--- config.mk ---
export PLATFORM = sky130hd
export DESIGN_NAME = tdma_slot_timer
export DESIGN_NICKNAME = d
export VERILOG_FILES = /design/src/rtl/tdma_slot_timer.sv
export SDC_FILE = /design/constraint.sdc
export NUM_CORES = 1
export LEC_CHECK = 0
export CAP_MARGIN = 20
export CORE_MARGIN = 1.5
export CORE_UTILIZATION = 30
export CTS_CLUSTER_DIAMETER = 30
export DETAILED_ROUTE_END_ITERATION = 8
export GPL_ROUTABILITY_DRIVEN = 0
export PLACE_DENSITY = 0.59
export SLEW_MARGIN = 20
export SYNTH_ARGS = -nofsm -noshare
export SYNTH_HDL_FRONTEND = slang
export SYNTH_SLANG_ARGS = --single-unit
--- constraint.sdc ---
create_clock -name clk -period 2.1 [get_ports clk]
set_input_delay 0.21 -clock clk [delete_from_list [all_inputs] [get_ports clk]]
set_output_delay 0.21 -clock clk [all_outputs]
set_load 0.02 [all_outputs]
--- src/rtl/tdma_slot_timer.sv ---
`default_nettype none
// ============================================================================
// Module   : tdma_slot_timer
// Brief    : TDMA slot timebase for the control-station bus. Produces a slot
//            start pulse and the current slot number, free-running after
//            start_token or aligned to received slot markers while joining.
//            Define SLOT_WDOG_EN to build the lost-token watchdog.
// Revision : 1.0 - initial release
// ============================================================================
module tdma_slot_timer #(
    parameter int          SLOT_CYCLES = 2500,
    parameter logic [7:0]  MAX_ID_SLOT = 8'd71,
    parameter logic [15:0] WDOG_SLOTS  = 16'd144
) (
    input  logic       clk,
    input  logic       rst,
    input  logic       start_token,
    input  logic       join_en,
    input  logic       halt,
    input  logic       rx_sync,
    input  logic [7:0] rx_slot_id,
    input  logic [7:0] own_slot,
    output logic       flag_slot_start,
    output logic [7:0] id_slot,
    output logic       cycle_start,
    output logic       tx_window,
    output logic       running,
    output logic       sync_err,
    output logic       token_lost
);

    localparam logic [0:0]  c_IDLE      = 1'b0;
    localparam logic [0:0]  c_RUN       = 1'b1;
    localparam logic [15:0] c_TICK_LAST = 16'(SLOT_CYCLES - 1);

    logic [0:0]  state_q, state_d;
    logic [15:0] tick_q, tick_d;
    logic [7:0]  id_slot_q, id_slot_d;
    logic        flag_q, flag_d;
    logic        cycle_q, cycle_d;
    logic        tx_q, tx_d;
    logic        serr_q, serr_d;
    logic        tlost_q, tlost_d;

    logic        w_rx_valid;
    logic        w_rx_bad;
    logic        w_accept;
    logic [7:0]  w_next_id;
    logic        w_wdog_expired;

    assign w_rx_valid = rx_sync && (rx_slot_id <= MAX_ID_SLOT);
    assign w_rx_bad   = rx_sync && (rx_slot_id > MAX_ID_SLOT);
    assign w_accept   = join_en && w_rx_valid;
    // >= so that a corrupted slot number falls back into range at the next wrap
    assign w_next_id  = (id_slot_q >= MAX_ID_SLOT) ? 8'd0 : id_slot_q + 8'd1;

`ifdef SLOT_WDOG_EN
    logic [15:0] wdog_q, wdog_d;

    assign w_wdog_expired = (state_q == c_RUN) && (wdog_q >= WDOG_SLOTS);

    always_comb begin
        wdog_d = wdog_q;
        if (halt || (state_d == c_IDLE)) begin
            wdog_d = 16'd0;
        end else if (start_token || w_accept) begin
            wdog_d = 16'd0;
        end else if ((state_q == c_RUN) && flag_d) begin
            wdog_d = wdog_q + 16'd1;
        end
    end

    always_ff @(posedge clk) begin
        if (rst) begin
            wdog_q <= 16'd0;
        end else begin
            wdog_q <= wdog_d;
        end
    end
`else
    logic w_unused_wdog;

    assign w_unused_wdog  = ^WDOG_SLOTS;
    assign w_wdog_expired = 1'b0;
`endif

    always_comb begin
        state_d   = state_q;
        tick_d    = tick_q;
        id_slot_d = id_slot_q;
        flag_d    = 1'b0;
        serr_d    = 1'b0;
        tlost_d   = 1'b0;
        if (halt) begin
            state_d   = c_IDLE;
            tick_d    = 16'd0;
            id_slot_d = 8'd0;
        end else begin
            serr_d = w_rx_bad;
            if (start_token) begin
                state_d   = c_RUN;
                tick_d    = 16'd0;
                id_slot_d = 8'd0;
                flag_d    = 1'b1;
            end else if (w_accept) begin
                // Resync overrides a coincident natural wrap: one pulse only
                state_d   = c_RUN;
                tick_d    = 16'd0;
                id_slot_d = rx_slot_id;
                flag_d    = 1'b1;
            end else if (state_q == c_RUN) begin
                if (w_wdog_expired) begin
                    state_d   = c_IDLE;
                    tick_d    = 16'd0;
                    id_slot_d = 8'd0;
                    tlost_d   = 1'b1;
                end else if (tick_q >= c_TICK_LAST) begin
                    tick_d    = 16'd0;
                    id_slot_d = w_next_id;
                    flag_d    = 1'b1;
                end else begin
                    tick_d    = tick_q + 16'd1;
                end
            end
        end
        cycle_d = flag_d && (id_slot_d == 8'd0);
        tx_d    = (state_d == c_RUN) && (id_slot_d == own_slot);
    end

    always_ff @(posedge clk) begin
        if (rst) begin
            state_q   <= c_IDLE;
            tick_q    <= 16'd0;
            id_slot_q <= 8'd0;
            flag_q    <= 1'b0;
            cycle_q   <= 1'b0;
            tx_q      <= 1'b0;
            serr_q    <= 1'b0;
            tlost_q   <= 1'b0;
        end else begin
            state_q   <= state_d;
            tick_q    <= tick_d;
            id_slot_q <= id_slot_d;
            flag_q    <= flag_d;
            cycle_q   <= cycle_d;
            tx_q      <= tx_d;
            serr_q    <= serr_d;
            tlost_q   <= tlost_d;
        end
    end

    assign flag_slot_start = flag_q;
    assign id_slot         = id_slot_q;
    assign cycle_start     = cycle_q;
    assign tx_window       = tx_q;
    assign running         = (state_q == c_RUN);
    assign sync_err        = serr_q;
    assign token_lost      = tlost_q;

endmodule
`default_nettype wire

==> results of run 1 <==
how the worst max path moves through the flow:
stage	to	slack, ns	cells after the start
2_1_floorplan	tx_window	0.05	9
3_3_place_gp	tx_window	-0.36	9
3_5_place_dp	tx_window	-0.44	9
4_1_cts	tx_window	-0.04	9
5_1_grt	tx_window	-0.16	9
6_report	tx_window	-0.02	8
worst max-delay path: stages (launching register included):
cell and delay, ns:
dfxtp_2 0.34, o41ai_4 0.40, and2_4 0.27, buf_6 0.11
nor2_2 0.04, o31a_1 0.28, a311oi_2 0.21, nand3_1 0.15
nor4b_2 0.23
report_power, final:
part / switching, mW / total (mW) / internal [mW]
logic: 0.0910 / 0.206 / 0.115
clock network: 0.236 / 0.621 / 0.386
registers: 0.00330 / 0.558 / 0.555
registers in the layout (all words and copies together) (netlist names):
| name | cells |
|---|---|
| id_slot | 8 |
| tx_window | 1 |
| running | 1 |
| cycle_start | 1 |
| sync_err | 1 |
| flag_slot_start | 1 |
| tick_q | 16 |
what timing repair did:
| item | CTS | global route |
|---|---|---|
| pin swaps | 3 | 5 |
| setup endpoints to repair | 3 | 4 |
| gates resized for setup | 14 | 10 |
routing by layer:
metal | routed length, microns | track usage [%] | share of wire (%)
met1 | 2630 | 24.9 | 47
met5 | 0 | 0 | 0
met3 | 271 | 3.54 | 4.8
met2 | 2610 | 31.3 | 46
met4 | 130 | 7.02 | 2.3
synth_stat cells, types with 2 or more instances:
cell,instances
dfxtp_1,29
nor2_1,24
nand2_1,23
nor3_1,17
o21ai_0,10
nand3_1,9
xor2_1,9
a21oi_1,8
inv_1,6
and3_1,5
nor4_1,5
nand4_1,4
nor2b_1,4
o31a_1,4
o41ai_1,4
or3_1,4
clkbuf_1,3
o211ai_1,3
o221ai_1,3
xnor2_1,3
a2111oi_0,2
a222oi_1,2
a311oi_1,2
buf_6,2
ha_1,2
o211a_1,2
o22ai_1,2
or2_2,2
area by class of cell:
class / instances / area (sq um) / area share [%]
Sequential cell: 29 / 587 / 20.1
Tap cell: 72 / 90.1 / 3.08
Timing Repair Buffer: 103 / 862 / 29.5
Clock inverter: 2 / 37.5 / 1.28
Clock buffer: 6 / 82.6 / 2.83
Multi-Input combinational cell: 178 / 1240 / 42.4
Inverter: 6 / 22.5 / 0.771
through the flow:
step | TNS, ns | setup slack (ns) | area [sq um] | cells | hold WS [ns]
finish | -0.0152 | -0.0152 | 2920 | 396 | 0.528
global placement | -2.04 | -0.357 | 2670 | 388 | 0.489
CTS | -0.0384 | -0.0384 | 2860 | 396 | 0.515
global route | -0.267 | -0.163 | 2920 | 396 | 0.568
detailed placement | -2.85 | -0.440 | 2670 | 388 | 0.509
floorplan | 0 | 0.0463 | 1790 | 222 | 0.343
cells by family after synthesis:
logic type | share of synthesized area (%)
DFF | 33.0
other | 0.213
xor gates and xnor gates | 5.97
and+or+nand+nor | 30.6
AOI/OAI and AO/OA | 23.3
muxes | 0.569
adders and majority gates | 1.42
buffers and inverters | 4.97
==> out/metrics.cfg, run 1 <==
[clocking]
cts_hold_buf=0
cts.sinks=29
h-tree-depth=2
postCtsSetupBuffers=0
cts.clk_slew.worst_paths_ns=0.07
cts_root_buf=clkbuf_8
clk_latency_ns=0.28
cts_tree=yes
max-clock-path-buffers=2
cts-buffers-inserted=5

[logic_synthesis]
synth_area_sq_um=1760
synth-seq-cells=29
synth_area_leaders=dfxtp_1, nor2_1, nand2_1
ys_warn_count=0
synth.largest_area_cell=dfxtp_1
synth_ff_type=dfxtp_1
ys_seq_area_share_pct=33.0
synth.distinct_cells=57
synthCells=222
synth.net_count=246
syn_area_per_cell_sq_um=7.93
synth_enable_flop_cells=0
async_flop_share_pct=0
synth_top_area_share_pct=33.0

[global_route]
antenna_found_initial=0
grt_pass1_vias=2001
grt_max_degree=11
overflow=0
grt_usage_pct=19.2
grt_pass1_wl_microns=9370

[worst_setup_path]
worst-setup-path-type=reg2reg
cp.arrival_ns=2.32
end_kind=flip-flop
path_max_fanout=7
critPathLaunchType=flip-flop
r2r-start=tick_q[12]
critPathRequiredTime_ns=2.30
regToRegSetupSlack_ns=-0.02
crit_start=tick_q[12]
reg2reg_depth=8
rr_endpoint=tx_window

[place]
dp_hpwl_microns=4400
port_buffers=34

[run_status]
run_status=complete, but fails checks
violations=setup timing

[finish]
fill_cells=509
final_cell_mix=buf_4, clkdlybuf4s50_1, nor2_1, dfxtp_1, nand2_1
drive_gt1_share_pct=34.0
nets=347
antenna_cells=0
layout_commonest_cell=buf_4
post-route-util_pct=52.4
syn2layout_area_growth_pct=66.0

[power_and_ir_drop]
p_leak_nw=1.12
ir_drop_mv=0.349
p_per_area_nw_per_um2=474
power_mw=1.39

[timing]
fin_crit_sh_pct=101
rsz0062_at_grt=true
finalMaxSlewViolations=0
min_period_ns=2.12
setup_violations=1
clock_skew_ns=0.00518
finalHoldViolCount=0
fmax_mhz=473
layout_setup_ws_ns=-0.0152

[min_path]
whs_path_depth=2
hold_class=reg2reg
hold_end=tick_q[8]
hp-start=tick_q[8]

[detailed_routing]
wirelength_microns=5640
route.detailed.drc=0
via_count=2027
ant_nets=0
routed_via_density=5.12
dr.pass1.iters=4
wl_per_cell_microns=14.2
first_iter_violations=87

[die]
io_pins=36
rows=27
die_area_sq_um=6340
die_h_microns=79.6
fp.coreArea_sq_um=5570
fp.dieW_microns=79.6
start_util_pct=31.6

[flow_run]
max_cap_viol_count=0

No activity file was read; power rests on OpenSTA's default activity.
==> inputs of run 2 (changes only) <==
Settings changed: CTS_CLUSTER_SIZE set to 14.
==> results of run 2 <==
Same layout as run 1: the final DEF is identical, and so are final timing and power.
